**src/rtl/sprite_pkg.sv**
```systemverilog
// Shared types for the sprite blitter, its upstream sprite processor and the bench.
package sprite_pkg;

  // Default geometry; sprite_req_t is sized from these.
  localparam int unsigned DefCanvasWidth  = 100;
  localparam int unsigned DefCanvasHeight = 100;
  localparam int unsigned DefNumFrames    = 100;

  localparam int unsigned ReqXW = $clog2(DefCanvasWidth);
  localparam int unsigned ReqYW = $clog2(DefCanvasHeight);
  localparam int unsigned ReqFW = $clog2(DefNumFrames);

  typedef enum logic [1:0] {
    StIdle  = 2'd0,
    StLoad  = 2'd1,
    StDraw  = 2'd2,
    StDrain = 2'd3
  } blit_state_e;

  typedef struct packed {
    logic [ReqXW-1:0] x;
    logic [ReqYW-1:0] y;
    logic [ReqFW-1:0] frame;
  } sprite_req_t;

  // Increment that sticks at 255.
  function automatic logic [7:0] sat_inc8(input logic [7:0] v);
    return (v == 8'hFF) ? v : v + 8'd1;
  endfunction

endpackage

```
**src/rtl/sprite_req_fifo.sv**
```systemverilog
// Request FIFO for the sprite blitter. The head entry is read straight from the storage
// flops (no write-to-read bypass), so a push is visible at the output one cycle later.
// A push while full is accepted only if a pop happens in the same cycle; otherwise it
// is dropped and drop_o pulses.
module sprite_req_fifo #(
  parameter int unsigned DEPTH = 4,
  parameter int unsigned WIDTH = 21
) (
  input  logic             clk_i,
  input  logic             rst_ni,
  input  logic             push_i,
  input  logic [WIDTH-1:0] push_data_i,
  input  logic             pop_i,
  output logic [WIDTH-1:0] pop_data_o,
  output logic             full_o,
  output logic             empty_o,
  output logic             drop_o
);

  localparam int unsigned AW = (DEPTH > 1) ? $clog2(DEPTH) : 1;

  logic [WIDTH-1:0] mem_q [DEPTH];
  logic [WIDTH-1:0] mem_d [DEPTH];
  logic [AW:0]      wr_ptr_q, wr_ptr_d;
  logic [AW:0]      rd_ptr_q, rd_ptr_d;
  logic             do_push, do_pop;

  // Extra pointer bit distinguishes full from empty.
  assign empty_o = (wr_ptr_q == rd_ptr_q);
  assign full_o  = (wr_ptr_q[AW] != rd_ptr_q[AW]) && (wr_ptr_q[AW-1:0] == rd_ptr_q[AW-1:0]);

  assign do_pop     = pop_i && !empty_o;
  assign do_push    = push_i && (!full_o || do_pop);
  assign drop_o     = push_i && !do_push;
  assign pop_data_o = mem_q[rd_ptr_q[AW-1:0]];

  // Pointer advance and storage write.
  always_comb begin
    wr_ptr_d = wr_ptr_q;
    rd_ptr_d = rd_ptr_q;
    mem_d    = mem_q;
    if (do_push) begin
      mem_d[wr_ptr_q[AW-1:0]] = push_data_i;
      wr_ptr_d                = wr_ptr_q + (AW+1)'(1);
    end
    if (do_pop) begin
      rd_ptr_d = rd_ptr_q + (AW+1)'(1);
    end
  end

  // State registers.
  always_ff @(posedge clk_i or negedge rst_ni) begin
    if (!rst_ni) begin
      wr_ptr_q <= '0;
      rd_ptr_q <= '0;
      for (int i = 0; i < DEPTH; i++) begin
        mem_q[i] <= '0;
      end
    end else begin
      wr_ptr_q <= wr_ptr_d;
      rd_ptr_q <= rd_ptr_d;
      mem_q    <= mem_d;
    end
  end

endmodule

```
**src/rtl/sprite_blitter.sv**
```systemverilog
// Sprite blitter: queues {x,y,frame} requests, walks each sprite in raster order issuing one
// ROM address per cycle, and writes non-transparent, on-canvas pixels to the framebuffer.
// Screen coordinates travel alongside each ROM read so they meet the returning pixel.
// ROM_LATENCY must be at least 1.
module sprite_blitter
  import sprite_pkg::*;
#(
  parameter int unsigned CANVAS_WIDTH  = 100,
  parameter int unsigned CANVAS_HEIGHT = 100,
  parameter int unsigned NUM_FRAMES    = 100,
  parameter int unsigned SPRITE_W      = 16,
  parameter int unsigned SPRITE_H      = 16,
  parameter int unsigned FIFO_DEPTH    = 4,
  parameter int unsigned PIX_W         = 8,
  parameter int unsigned ROM_LATENCY   = 2,
  localparam int unsigned XW  = $clog2(CANVAS_WIDTH),
  localparam int unsigned YW  = $clog2(CANVAS_HEIGHT),
  localparam int unsigned FW  = $clog2(NUM_FRAMES),
  localparam int unsigned RAW = $clog2(NUM_FRAMES * SPRITE_W * SPRITE_H),
  localparam int unsigned FAW = $clog2(CANVAS_WIDTH * CANVAS_HEIGHT)
) (
  input  logic             pixel_clk_in,
  input  logic             rst_n_in,
  input  logic             new_frame,
  input  logic [XW-1:0]    x,
  input  logic [YW-1:0]    y,
  input  logic [FW-1:0]    frame,
  input  logic             sprite_valid,
  output logic [RAW-1:0]   rom_addr,
  input  logic [PIX_W-1:0] rom_data,
  output logic             fb_we,
  output logic [FAW-1:0]   fb_addr,
  output logic [PIX_W-1:0] fb_data,
  output logic             busy,
  output logic [7:0]       drop_count,
  output logic             overrun
);

  localparam int unsigned CW = (SPRITE_W > 1) ? $clog2(SPRITE_W) : 1;
  localparam int unsigned RW = (SPRITE_H > 1) ? $clog2(SPRITE_H) : 1;
  localparam int unsigned DW = (ROM_LATENCY > 1) ? $clog2(ROM_LATENCY) : 1;
  localparam int unsigned QW = XW + YW + FW;

  // Bounds widened to match the one-bit-wider coordinate sums.
  localparam logic [XW:0] CanvasW   = (XW+1)'(CANVAS_WIDTH);
  localparam logic [YW:0] CanvasH   = (YW+1)'(CANVAS_HEIGHT);
  localparam logic [FW:0] NumFrames = (FW+1)'(NUM_FRAMES);

  // Request queue.
  logic [QW-1:0] fifo_head;
  logic          fifo_full, fifo_empty, fifo_drop, fifo_pop;
  logic [XW-1:0] head_x;
  logic [YW-1:0] head_y;
  logic [FW-1:0] head_f;

  sprite_req_fifo #(
    .DEPTH (FIFO_DEPTH),
    .WIDTH (QW)
  ) u_fifo (
    .clk_i       (pixel_clk_in),
    .rst_ni      (rst_n_in),
    .push_i      (sprite_valid),
    .push_data_i ({x, y, frame}),
    .pop_i       (fifo_pop),
    .pop_data_o  (fifo_head),
    .full_o      (fifo_full),
    .empty_o     (fifo_empty),
    .drop_o      (fifo_drop)
  );

  assign head_x = fifo_head[QW-1 -: XW];
  assign head_y = fifo_head[FW +: YW];
  assign head_f = fifo_head[FW-1:0];

  // FSM and working registers.
  blit_state_e   state_q, state_d;
  logic [XW-1:0] x_q, x_d;
  logic [YW-1:0] y_q, y_d;
  logic [FW-1:0] frame_q, frame_d;
  logic [CW-1:0] col_q, col_d;
  logic [RW-1:0] row_q, row_d;
  logic [DW-1:0] drain_q, drain_d;

  // Status registers.
  logic [7:0] drop_count_q, drop_count_d;
  logic       overrun_q, overrun_d;

  // Coordinate delay line matching the ROM read latency.
  logic          pipe_vld_q [ROM_LATENCY];
  logic          pipe_vld_d [ROM_LATENCY];
  logic [XW:0]   pipe_px_q  [ROM_LATENCY];
  logic [XW:0]   pipe_px_d  [ROM_LATENCY];
  logic [YW:0]   pipe_py_q  [ROM_LATENCY];
  logic [YW:0]   pipe_py_d  [ROM_LATENCY];

  logic [RAW-1:0] addr_calc;
  logic [XW:0]    px_new;
  logic [YW:0]    py_new;
  logic           tap_vld;
  logic [XW:0]    tap_px;
  logic [YW:0]    tap_py;
  logic           on_canvas;

  // Sequencing: pop into working regs, raster walk, then wait out the ROM latency.
  always_comb begin
    state_d  = state_q;
    x_d      = x_q;
    y_d      = y_q;
    frame_d  = frame_q;
    col_d    = col_q;
    row_d    = row_q;
    drain_d  = drain_q;
    fifo_pop = 1'b0;
    unique case (state_q)
      StIdle: begin
        if (!fifo_empty) state_d = StLoad;
      end
      StLoad: begin
        fifo_pop = 1'b1;
        x_d      = head_x;
        y_d      = head_y;
        frame_d  = head_f;
        col_d    = '0;
        row_d    = '0;
        drain_d  = '0;
        // Out-of-range frame index: consume the request, draw nothing.
        state_d  = ({1'b0, head_f} < NumFrames) ? StDraw : StIdle;
      end
      StDraw: begin
        if (col_q == CW'(SPRITE_W - 1)) begin
          col_d = '0;
          if (row_q == RW'(SPRITE_H - 1)) begin
            state_d = StDrain;
          end else begin
            row_d = row_q + RW'(1);
          end
        end else begin
          col_d = col_q + CW'(1);
        end
      end
      StDrain: begin
        if (drain_q == DW'(ROM_LATENCY - 1)) begin
          state_d = fifo_empty ? StIdle : StLoad;
        end else begin
          drain_d = drain_q + DW'(1);
        end
      end
      default: state_d = StIdle;
    endcase
  end

  // Drop counter and sticky overrun flag.
  always_comb begin
    drop_count_d = fifo_drop ? sat_inc8(drop_count_q) : drop_count_q;
    overrun_d    = overrun_q | (new_frame & busy);
  end

  // ROM address and screen coordinates for the pixel being fetched this cycle.
  assign addr_calc = RAW'(frame_q) * RAW'(SPRITE_W * SPRITE_H)
                   + RAW'(row_q) * RAW'(SPRITE_W) + RAW'(col_q);
  assign px_new    = (XW+1)'(x_q) + (XW+1)'(col_q);
  assign py_new    = (YW+1)'(y_q) + (YW+1)'(row_q);

  // Delay line next-state: stage 0 takes the current fetch, others shift.
  always_comb begin
    pipe_vld_d[0] = (state_q == StDraw);
    pipe_px_d[0]  = px_new;
    pipe_py_d[0]  = py_new;
    for (int i = 1; i < ROM_LATENCY; i++) begin
      pipe_vld_d[i] = pipe_vld_q[i-1];
      pipe_px_d[i]  = pipe_px_q[i-1];
      pipe_py_d[i]  = pipe_py_q[i-1];
    end
  end

  // State, working and delay-line registers.
  always_ff @(posedge pixel_clk_in or negedge rst_n_in) begin
    if (!rst_n_in) begin
      state_q      <= StIdle;
      x_q          <= '0;
      y_q          <= '0;
      frame_q      <= '0;
      col_q        <= '0;
      row_q        <= '0;
      drain_q      <= '0;
      drop_count_q <= '0;
      overrun_q    <= 1'b0;
      for (int i = 0; i < ROM_LATENCY; i++) begin
        pipe_vld_q[i] <= 1'b0;
        pipe_px_q[i]  <= '0;
        pipe_py_q[i]  <= '0;
      end
    end else begin
      state_q      <= state_d;
      x_q          <= x_d;
      y_q          <= y_d;
      frame_q      <= frame_d;
      col_q        <= col_d;
      row_q        <= row_d;
      drain_q      <= drain_d;
      drop_count_q <= drop_count_d;
      overrun_q    <= overrun_d;
      for (int i = 0; i < ROM_LATENCY; i++) begin
        pipe_vld_q[i] <= pipe_vld_d[i];
        pipe_px_q[i]  <= pipe_px_d[i];
        pipe_py_q[i]  <= pipe_py_d[i];
      end
    end
  end

  // Framebuffer side: pair the delayed coordinates with the returning ROM pixel.
  assign tap_vld   = pipe_vld_q[ROM_LATENCY-1];
  assign tap_px    = pipe_px_q[ROM_LATENCY-1];
  assign tap_py    = pipe_py_q[ROM_LATENCY-1];
  assign on_canvas = (tap_px < CanvasW) && (tap_py < CanvasH);

  // Index 0 is transparent; address and data are zeroed when not writing.
  assign fb_we    = tap_vld && (rom_data != '0) && on_canvas;
  assign fb_addr  = fb_we ? (FAW'(tap_py) * FAW'(CANVAS_WIDTH) + FAW'(tap_px)) : '0;
  assign fb_data  = fb_we ? rom_data : '0;
  assign rom_addr = (state_q == StDraw) ? addr_calc : '0;

  assign busy       = (state_q != StIdle) || !fifo_empty;
  assign drop_count = drop_count_q;
  assign overrun    = overrun_q;

endmodule

```
**config.mk**
```make
export PLATFORM = sky130hd
export DESIGN_NAME = sprite_blitter
export DESIGN_NICKNAME = d
export VERILOG_FILES = /design/src/rtl/sprite_pkg.sv /design/src/rtl/sprite_req_fifo.sv /design/src/rtl/sprite_blitter.sv
export SDC_FILE = /design/constraint.sdc
export NUM_CORES = 1
export LEC_CHECK = 0
export ABC_AREA = 1
export CAP_MARGIN = 0
export CORE_ASPECT_RATIO = 1.1
export CORE_MARGIN = 2
export CORE_UTILIZATION = 63
export CTS_CLUSTER_DIAMETER = 120
export DETAILED_ROUTE_END_ITERATION = 8
export PLACE_DENSITY = 0.95
export RECOVER_POWER = 25
export SYNTH_ARGS = -nofsm -noshare
export SYNTH_HDL_FRONTEND = slang
export SYNTH_HIERARCHICAL = 1
export SYNTH_SLANG_ARGS = --single-unit
```
**constraint.sdc**
```tcl
create_clock -name pixel_clk_in -period 7.3 [get_ports pixel_clk_in]
set_input_delay 1.46 -clock pixel_clk_in [delete_from_list [all_inputs] [get_ports pixel_clk_in]]
set_output_delay 1.46 -clock pixel_clk_in [all_outputs]
set_load 0.01 [all_outputs]
```
* Yosys cells after proc, flatten, opt, wreduce, memory -nomap -nowiden
Cells that the tools add are included.
** Word-level totals
- Bits in registers :: 165
- Bits in latches :: 0
- Bits in writable memories :: 0
- Memory bits (read-only) :: 0
- Bits of input ports :: 33
- Word-level logic and storage cells :: 103
- Memories kept :: 0
** Operators by class
- $add $sub $neg :: 11
- $mul :: 1
- Div/mod/pow operators :: 0
- $lt $le $gt $ge :: 6
- Equality and inequality tests :: 14
- Shift-type cells :: 0
- Mux-type cells :: 24
- Bitwise logic cells :: 5
- Reductions and logical operators :: 21
** Operators with widths (number)
- $bwmux W84 :: 1
- $mux W21 :: 3
- $bmux W21 S2 :: 1
- $demux W21 S2 :: 1
- $add A7 B4 Y8 :: 2
- $lt A8 B7 Y1 const B :: 2
- $pmux W4 S2 :: 2
- $add A15 B4 Y15 :: 1
- $add A15 B8 Y15 :: 1
- $mux W15 :: 1
- $add A14 B8 Y14 :: 1
- $mux W14 :: 1
- $mul A8 B5 Y12 const B :: 1
- $mux W4 :: 3
- $mux W2 :: 5
- $add A4 B1 Y4 const B :: 2
- $add A8 B1 Y8 const B :: 1
- $eq A4 B4 Y1 const B :: 2
- $eq A8 B8 Y1 const B :: 1
- $logic_and A1 B1 Y1 :: 8
- $mux W8 :: 1
- $pmux W2 S4 :: 1
- $reduce_bool A8 Y1 :: 1
- $lt A7 B7 Y1 const B :: 1
- other kinds (24) :: 38

* Depth between registers and ports, before layout
Gate-level depths: netlist of run 1.
- Depth in word-level cells :: 8
- Mapped depth :: 19

* Modules after synthesis
The synthesis of run 1 kept the hierarchy.
** By module, submodules not included
- sprite_blitter :: times used 1, cells an instance 523, area each 4481.8 sq um
- sprite_req_fifo :: times used 1, cells an instance 545, area each 4451.8 sq um

* Worst setup path before layout of run 1
Ideal clock, no wire load.
- Path type :: register to output
- From :: register pipe_py_q (netlist bit tap_py[1])
- To :: output port fb_addr[10]
- Arrival time :: 2.944 ns
- Required time :: 5.840 ns
- Path slack :: 2.896 ns
- Cell stages (with the launch flop) :: 15
- Path buffers :: 0
- Cell sequence :: dfrtp_1 ha_1 ha_1 ha_1 inv_1 fa_1 inv_1 ha_1 nand2_1 inv_1 nand4_1 nand3_1 nand2_1 nor2_1 nor3_1
** On the way
- Cells in the longest elaborated chain, start to end :: 4
** Ends and longest elaborated chain
- start, declared :: RTL line sprite_blitter.sv:93 : logic [YW:0] pipe_py_q [ROM_LATENCY];
- start signal, assigned by index :: RTL line sprite_blitter.sv:206 : pipe_py_q[i] <= pipe_py_d[i];
- parallel branches: the longest is 3 deep, another holds $add A14 B8 Y14
- $mux W14 * :: RTL line sprite_blitter.sv:219 : assign fb_addr = fb_we ? (FAW'(tap_py) * FAW'(CANVAS_WIDTH) + FAW'(tap_px)) : '0;
- end, declared :: RTL line sprite_blitter.sv:32 : output logic [FAW-1:0] fb_addr,
Mark *: on every way between the ends.

* Final worst setup path of run 1
- From :: register pipe_py_q (netlist bit tap_py[1])
- To :: output port fb_addr[12]
Same word-level chain as after synthesis.

==> flow_summary.yaml, run 1 <==
finish:
  num_antenna_cells: 0
  mostFrequentLayoutCell: "nand2_1"
  area_growth_pct: 15.22
  final_core_util_pct: 74.26
  layout_common_cells: "nand2_1 (312), dfrtp_1 (165), inv_1 (97)"
  final_nets: 1212
  drive_above_1_share_pct: 5.413
synth:
  yosysWarnings: 6
  syn-mean-instance-area_um2: 8.367
  synth.net_count: 1162
  synth_area_mm2: 0.008927
  synth_cells: 1067
sta:
  maxSlewViolCount: 0
  worstMarginPinSlew_ps: 1281
  timing.hold.ws_ps: 345.9
  final_hold_viol_count: 0
  finalSetupViolations: 0
  skew_ps: 5.885
  rsz0062_at_grt: "false"
  fmax_mhz: 180.0
  period_share_pct: 76.11
  layout_min_cycle_time_ps: 5556
  slew_headroom_pct: 14.57
  finalSetupTns_ps: 0
clock_tree:
  root_buffer: "clkbuf_16"
  cts_setup_buffers: 0
  clock-sinks: 165
  cts_htree_levels: 4
  cts_resized: 0
  numCtsBuffers: 17
  worst_skew_pair.late_latency_ps: 430
  cts-hold-fix-buffers: 0
  tritoncts: "done"
  path_clk_slew_ps: 60
  clockBufferDepth: 2
pwr:
  leakagePower_uw: 0.005313
  ir_worst_vdd_uv: 250.4
  fin_total_pwr_uw: 4790
  power.density_mw_per_mm2: 465.7
global_route:
  antenna_found_initial: 0
  grt_overflow: 0
  grt_usage_pct: 29.13
  grt_max_degree: 108
  grt-busiest-layer: "met2"
  grt_pass1_vias: 7404
  grt_pass1_wl_um: 35500
  globalRouteMet3Util_pct: 5.496
  grt_use_met1_pct: 34.67
  met2_usage_pct: 52.25
setup_path:
  crit_required_ps: 5840
  path_cells: "ha_1 > ha_1 > ha_1 > inv_1 > fa_1 > inv_1 > ha_1 > nand2_1 > inv_1 > nand4_1 > nand3_1 > nand2_1 > nor2_1 > nand2_1 > nand2_1 > nor2_1 > clkdlybuf4s50_1"
  cp-start-kind: "flop"
  crit_slowest_cell: "fa_1"
  cp_data_arrival_time_ps: 4100
  cp-end-kind: "primary output"
  rr_worst_depth: 9
  critPathKind: "reg2out"
  critPathMaxStageDelay_ps: 540
  crit_fanout: 4
floorplan:
  die_height_um: 128.9
  rows: 45
  core_area_mm2: 0.01385
  initial_core_util_pct: 64.45
  io_pins: 81
  die_area_mm2: 0.01514
  die_w_um: 117.5
routing:
  drcViolationCount: 0
  totalWireLength_um: 21340
  drtIter0Drc: 677
  drt.antenna.violating_nets: 0
  vias: 7699
  wl_per_cell_um: 16.23
  via_per_inst: 5.855
  first_pass_iters: 5
hold_path:
  hp-class: "reg2reg"
  hold_depth: 0
place:
  io_buffers: 80
  dp_hpwl_um: 13480
  gp_congestion: 0.8874
flow_run:
  drv_cap: 0
run_status:
  outcome: "finished clean"
-- power breakdown --
part / switching, uW / internal, uW
Sequential: 241 / 1300
Clock: 333 / 523
Combinational: 1530 / 860
Total: 2110 / 2680
-- critical path, delay by kind of cell, from the launching register on --
kind / cells / cell delay (ps)
adders and majority gates: 5 / 1840
buffers and inverters: 4 / 660
DFF: 1 / 450
and+or+nand+nor: 8 / 720
-- layout make-up --
| cell class | count | area (um2) |
|---|---|---|
| multi-input combinational | 744 | 4130 |
| sequential | 165 | 4129 |
| fill | 958 | 3565 |
| timing repair buffer | 88 | 853.3 |
| clock buffer | 24 | 481.7 |
| inverter | 101 | 381.6 |
| tap | 188 | 235.2 |
| clock inverter | 5 | 75.07 |
-- state kept, by name, summed over array words and instances, names as in the netlist, named ones only --
name	count
u_fifo/rd_ptr_q	3
pipe_vld_d	1
col_q	4
drop_count	8
drain_q	1
row_q	4
state_q	1
y_q	7
pipe_px_d	8
tap_px	8
u_fifo/mem_q	84
tap_py	8
frame_q	7
overrun	1
pipe_py_d	8
tap_vld	1
x_q	7
u_fifo/wr_ptr_q	3
-- per-layer routing --
metal  routed length [um]  vias up
met4                  573        0
met3                 1626       50
met2                11040      374
met5                    0        -
met1                 8099     3680
li1                     -     3595
-- through the flow --
step	instances	instance area [um2]	setup slack, ps
after floorplan	1067	8927	2896
after global placement	1286	9733	2390
after detailed placement	1286	9733	2191
after CTS	1315	10290	1745
after global routing	1315	10290	1566
final	1315	10290	1744
-- worst paths after layout --
check | from | slack [ps] | to
min in group asynchronous | rst_n_in | 1120 | u_fifo/mem_q[65]$_DFFE_PN0P_
hold reg to reg | pipe_px_d[4]$_DFF_PN0_ | 350 | tap_px[4]$_DFF_PN0_
max in group asynchronous | rst_n_in | 4870 | u_fifo/mem_q[36]$_DFFE_PN0P_
setup reg to reg | u_fifo/rd_ptr_q[1]$_DFFE_PN0P_ | 3760 | u_fifo/mem_q[18]$_DFFE_PN0P_
setup / recovery | tap_py[1]$_DFF_PN0_ | 1740 | fb_addr[12]
hold / removal | pipe_px_d[4]$_DFF_PN0_ | 350 | tap_px[4]$_DFF_PN0_
Power figures use the tool's default switching activity.
==> run 2, diff against run 1 <==
--- a/config.mk
+++ b/config.mk
@@ -9,10 +9,10 @@
 export CAP_MARGIN = 0
 export CORE_ASPECT_RATIO = 1.1
 export CORE_MARGIN = 2
-export CORE_UTILIZATION = 63
+export CORE_UTILIZATION = 58
 export CTS_CLUSTER_DIAMETER = 120
 export DETAILED_ROUTE_END_ITERATION = 8
-export PLACE_DENSITY = 0.95
+export PLACE_DENSITY = 0.91
 export RECOVER_POWER = 25
 export SYNTH_ARGS = -nofsm -noshare
 export SYNTH_HDL_FRONTEND = slang
==> constraint.sdc (replaced) <==
create_clock -name pixel_clk_in -period 5.3 [get_ports pixel_clk_in]
set_input_delay 1.06 -clock pixel_clk_in [delete_from_list [all_inputs] [get_ports pixel_clk_in]]
set_output_delay 1.06 -clock pixel_clk_in [all_outputs]
set_load 0.01 [all_outputs]
==> run 2 against run 1 <==
The flow now finishes with violations (capacitance limit, slew limit). Sequential power increased by 38%. First-iteration DRC count grew 4.0%. Utilization is 5.1 points lower. Hold slack got worse by 4.1 ps. Critical path type unchanged. Critical endpoint unchanged.
==> flow_summary.yaml, run 2 (same netlist as run 1, synthesis figures left out) <==
clock_tree:
  cts_htree_levels: 4
  clock-sinks: 165
  path_clk_slew_ps: 60
  cts-hold-fix-buffers: 0
  root_buffer: "clkbuf_16"
  tritoncts: "done"
  numCtsBuffers: 17
  worst_skew_pair.late_latency_ps: 420
  clockBufferDepth: 2
setup_path:
  critPathMaxStageDelay_ps: 530
  path_common_cell: "ha_1"
  rrSetupSlack_ps: 2380
  rr_startpoint: "u_fifo/rd_ptr_q[1]$_DFFE_PN0P_"
  crit_buf_inv: 4
  path_cells: "ha_1 > ha_1 > ha_1 > inv_1 > fa_1 > inv_1 > ha_1 > nand2_1 > inv_1 > nand4_1 > nand3_2 > nand4_1 > nand2_1 > nand2_1 > nor2_1 > clkdlybuf4s50_1"
  cp-start-kind: "flop"
  cp-end-kind: "primary output"
  crit_required_ps: 4240
  crit_slowest_cell: "fa_1"
  rr_worst_depth: 9
  critPathKind: "reg2out"
  crit_family: "adder cells"
  cp_data_arrival_time_ps: 4000
  reg2reg_to: "u_fifo/mem_q[12]$_DFFE_PN0P_"
  crit_fanout: 4
sta:
  fmax_mhz: 197.5
  maxSlewViolCount: 90
  finalSetupViolations: 0
  worstMarginPinSlew_ps: 2136
  skew_ps: 8.105
  period_share_pct: 95.54
  final_hold_viol_count: 0
  layout_min_cycle_time_ps: 5064
  slew_headroom_pct: -42.38
  rsz0062_at_grt: "false"
  finalSetupTns_ps: 0
global_route:
  antenna_found_initial: 0
  grt_use_met1_pct: 33.26
  grt_usage_pct: 27.48
  grt_overflow: 0
  met2_usage_pct: 47.10
  grt-busiest-layer: "met2"
  grt_max_degree: 90
  globalRouteMet3Util_pct: 6.207
  grt_pass1_wl_um: 35610
  grt_pass1_vias: 7536
floorplan:
  io_pins: 81
  core_area_mm2: 0.01505
  die_w_um: 122.3
  die_area_mm2: 0.01640
  rows: 47
  initial_core_util_pct: 59.30
  die_height_um: 134.1
finish:
  final_nets: 1215
  final-seq-area_mm2: 0.004129
  layout_common_cells: "nand2_1 (312), dfrtp_1 (165), inv_1 (97)"
  multi_input_area_mm2: 0.004135
  regMostFlops: "u_fifo/mem_q"
  drive_above_1_share_pct: 6.267
  largest_reg_flops: 84
  final_core_util_pct: 69.17
  mostFrequentLayoutCell: "nand2_1"
  num_antenna_cells: 0
  fillers: 1120
  area_growth_pct: 16.65
routing:
  drcViolationCount: 0
  first_pass_iters: 6
  via_per_inst: 5.791
  drt.antenna.violating_nets: 0
  vias: 7696
  drtIter0Drc: 704
  totalWireLength_um: 21510
  wl_per_cell_um: 16.19
hold_path:
  hold_depth: 0
  min-delay-start: "pipe_vld_d[0]$_DFF_PN0_"
  hp-class: "reg2reg"
  holdPathEnd: "tap_vld$_DFF_PN0_"
pwr:
  power.density_mw_per_mm2: 649.9
  ir_worst_vdd_uv: 366.9
  leakagePower_uw: 0.005363
run_status:
  outcome: "finished with violations"
  violations: "capacitance limit, slew limit"
place:
  gp_congestion: 0.9177
  dp_hpwl_um: 13680
  io_buffers: 80
flow_run:
  drv_cap: 1
## run 2: cell types whose count changed in the layout (fill, tap and decap cells not counted), sizes merged
cell | previous run | this run
clkbuf | 25 | 21
clkinvlp | 0 | 4
buf | 9 | 12
bufinv | 2 | 5
## run 2: per-stage QoR
stage	std cells	cell area (um2)	hold WS, ps	total power (uW)	setup slack, ps
3_3_place_gp	1297	9766	331.3	5169	779.0
6_report	1329	10410	341.7	6768	236.4
2_1_floorplan	1067	8927	331.2	4422	1296
5_1_grt	1329	10410	347.0	7296	3.887
3_5_place_dp	1297	9766	334.7	5335	633.6
4_1_cts	1329	10420	347.9	6727	186.2
## run 2: metal layers
layer / up-vias / part of all wire [%]
li1: 3611 / -
met1: 3664 / 38
met2: 348 / 51
met3: 73 / 7.6
met4: 0 / 2.9
met5: - / 0
## run 2: final cells by class
type                            instances  share of cell area, %
Multi-Input combinational cell        744                  39.71
Sequential cell                       165                  39.65
Timing Repair Buffer                   91                  8.386
Clock buffer                           20                  4.289
Inverter                              101                  3.665
Tap cell                              196                  2.355
Clock inverter                         12                  1.946
## run 2: worst max-delay path by stage
stage / startpoint / end / slack, ps / cells past startpoint
finish: tap_py[1]$_DFF_PN0_ / fb_addr[12] / 240 / 16
detailed placement: tap_py[1]$_DFF_PN0_ / fb_addr[12] / 630 / 17
floorplan: tap_py[1]$_DFF_PN0_ / fb_addr[10] / 1300 / 14
global route: tap_py[1]$_DFF_PN0_ / fb_addr[12] / 4 / 16
global placement: tap_py[1]$_DFF_PN0_ / fb_addr[12] / 780 / 16
CTS: tap_py[1]$_DFF_PN0_ / fb_addr[12] / 190 / 16
## run 2: what timing repair did
item | 4_1_cts | 5_1_grt
setup endpoints to repair | 0 | 2
gates resized for setup | 0 | 1
hold endpoints to repair | 0 | 0
setup buffers | 0 | 0
## run 2: power breakdown
group,switching [uW],internal (uW)
clock,491,849
sequential,335,1790
combinational,2120,1180
==> run 3, diff against run 2 <==
--- a/config.mk
+++ b/config.mk
@@ -9,11 +9,12 @@
 export CAP_MARGIN = 0
 export CORE_ASPECT_RATIO = 1.1
 export CORE_MARGIN = 2
-export CORE_UTILIZATION = 58
+export CORE_UTILIZATION = 53
 export CTS_CLUSTER_DIAMETER = 120
 export DETAILED_ROUTE_END_ITERATION = 8
-export PLACE_DENSITY = 0.91
+export PLACE_DENSITY = 0.88
 export RECOVER_POWER = 25
+export SETUP_SLACK_MARGIN = 0.3
 export SYNTH_ARGS = -nofsm -noshare
 export SYNTH_HDL_FRONTEND = slang
 export SYNTH_HIERARCHICAL = 1
==> constraint.sdc (replaced) <==
create_clock -name pixel_clk_in -period 4.05 [get_ports pixel_clk_in]
set_input_delay 0.81 -clock pixel_clk_in [delete_from_list [all_inputs] [get_ports pixel_clk_in]]
set_output_delay 0.81 -clock pixel_clk_in [all_outputs]
set_load 0.01 [all_outputs]
==> run 3 against run 2 <==
The run ends with capacitance limit, slew limit, setup timing left. Clock power is 17% higher. Clock skew is 1.3 ps higher. Critical path depth is 1 higher. Global-route usage is 1.9 points lower. Final cell count is 2.6% higher. Flip-flop and latch count stayed put. Sequential share of layout area is 1.5 points lower. Non-clock buffer count is 26 higher. Power is 43% higher. Combinational power is 61% higher. Critical path type unchanged. Critical endpoint unchanged. Highest routed layer unchanged.
==> flow_summary.yaml, run 3 (same netlist as run 1, synthesis figures left out) <==
clock_tree:
  numCtsBuffers: 17
  path_clk_slew_ps: 60
  clock-sinks: 165
  cts-hold-fix-buffers: 0
  root_buffer: "clkbuf_16"
  cts_htree_levels: 4
  tritoncts: "done"
  clockBufferDepth: 2
  worst_skew_pair.late_latency_ps: 420
sta:
  slew_headroom_pct: -48.82
  finalSetupViolations: 7
  fmax_mhz: 229.5
  final_hold_viol_count: 0
  worstMarginPinSlew_ps: 2232
  rsz0062_at_grt: "true"
  period_share_pct: 107.6
  skew_ps: 9.408
  setup_ws_ps: -307.1
  maxSlewViolCount: 88
  layout_min_cycle_time_ps: 4357
hold_path:
  hp-class: "reg2reg"
  hold_depth: 0
  holdPathEnd: "tap_px[5]$_DFF_PN0_"
  min-delay-start: "pipe_px_d[5]$_DFF_PN0_"
setup_path:
  crit_family: "adder cells"
  critPathMaxStageDelay_ps: 480
  cp_data_arrival_time_ps: 3550
  crit_slowest_cell: "fa_1"
  rrSetupSlack_ps: 1730
  crit_fanout: 6
  cp-end-kind: "primary output"
  rr_worst_depth: 6
  reg2reg_to: "row_q[0]$_DFFE_PN0P_"
  path_common_cell: "nand2_1"
  critPathKind: "reg2out"
  cp-start-kind: "flop"
  path_cells: "buf_6 > inv_4 > ha_4 > ha_4 > fa_1 > ha_4 > nand2_1 > nor2_1 > nand2_1 > nand3_2 > nand2_1 > nand2_2 > nand4_1 > nand2_1 > nand2_1 > nor2_1 > buf_2"
  crit_buf_inv: 3
  crit_required_ps: 3240
  rr_startpoint: "state_q[0]$_DFFE_PN0P_"
finish:
  drive_above_1_share_pct: 12.77
  layout_common_cells: "nand2_1 (303), dfrtp_1 (163), nand4_1 (93)"
  largest_reg_flops: 84
  mostFrequentLayoutCell: "nand2_1"
  final_area_mm2: 0.01083
  fillers: 1283
  area_growth_pct: 21.28
  final_nets: 1241
  instances_no_fill: 1363
  num_antenna_cells: 0
  regMostFlops: "u_fifo/mem_q"
floorplan:
  io_pins: 81
  initial_core_util_pct: 54.33
  die_area_mm2: 0.01790
  die_w_um: 127.7
  die_height_um: 140.1
  core_area_mm2: 0.01643
  rows: 49
global_route:
  antenna_found_initial: 0
  grt_overflow: 0
  grt_usage_pct: 25.60
  grt_max_degree: 89
  grt_pass1_vias: 7666
  grt_pass1_wl_um: 36780
routing:
  drt.antenna.violating_nets: 0
  drcViolationCount: 0
  totalWireLength_um: 22530
  wl_per_cell_um: 16.53
  via_per_inst: 5.683
  vias: 7746
  drtIter0Drc: 634
  first_pass_iters: 6
place:
  place_area_mm2: 0.009898
  io_buffers: 80
  gp_congestion: 0.8459
  dp.cells: 1319
  dp_hpwl_um: 13660
pwr:
  power.density_mw_per_mm2: 894.0
  ir_worst_vdd_uv: 532.7
  leakagePower_uw: 0.005483
run_status:
  violations: "capacitance limit, slew limit, setup timing"
  outcome: "finished with violations"
flow_run:
  drv_cap: 1
run 3: cell count changes in the layout (fill, tap and decap cells not counted), sizes merged:
cell / delta
buf: +33
clkinvlp: +2
bufinv: -4
clkbuf: +2
dlygate4sd2: +1
clkdlybuf4s50: -8
run 3: metrics by stage:
step                setup WS [ps]  setup TNS, ps  power, uW  hold slack, ps  util, %
floorplan                   313.4              0       5793           331.2        -
global placement           -190.6         -717.4       6909           331.4    60.24
finish                     -307.1          -1239       9679           346.6    65.89
CTS                        -39.33         -92.63       9276           348.2    65.47
detailed placement         -318.5          -1270       7120           334.7    60.24
global route               -457.9          -2021      10390           349.5    65.89
run 3: cell type report:
class                           instances  area (um2)  share of cell area [%]
Sequential cell                       165        4131                   38.16
Timing Repair Buffer                  117        1067                   9.858
Clock inverter                         10       97.59                  0.9014
Multi-Input combinational cell        744        4397                   40.61
Clock buffer                           22       494.2                   4.565
Inverter                              101       384.1                   3.548
Tap cell                              204       255.2                   2.358
run 3: repair_timing:
item / 4_1_cts / 5_1_grt
pin swaps: 33 / 16
buffers inserted: 8 / 4
setup endpoints to repair: 7 / 20
gates resized for setup: 76 / 12
run 3: report_power, final:
part           switching (uW)  internal, uW  total, uW  leakage [uW]
clock                     647           928       1570      0.000273
sequential                451          2350       2800       0.00208
combinational            3180          2120       5310       0.00313
total                    4280          5400       9680       0.00548
run 3: how the worst max path moves through the flow:
stage	startpoint	slack, ps	endpoint	depth (start not counted)
finish	tap_py[2]$_DFF_PN0_	-310	fb_addr[12]	17
global route	tap_py[2]$_DFF_PN0_	-460	fb_addr[12]	19
CTS	tap_py[1]$_DFF_PN0_	-40	fb_addr[12]	17
detailed placement	tap_py[1]$_DFF_PN0_	-320	fb_addr[12]	17
global placement	tap_py[1]$_DFF_PN0_	-190	fb_addr[12]	17
floorplan	tap_py[1]$_DFF_PN0_	310	fb_addr[12]	16
run 3: per-layer routing:
metal	wire [um]	global-route usage, %	up-vias
li1	-	-	3656
met5	0	0	-
met2	11750	45.03	330
met1	8516	30.93	3698
met4	745	10.29	0
met3	1517	4.775	62
run 3: worst register-to-register path, stage by stage (launching register included):
cell     delay [ps]
dfrtp_1         410
inv_1           160
ha_1            700
nand2_1         170
nor3b_2         350
a21oi_2         120
mux2_2          290
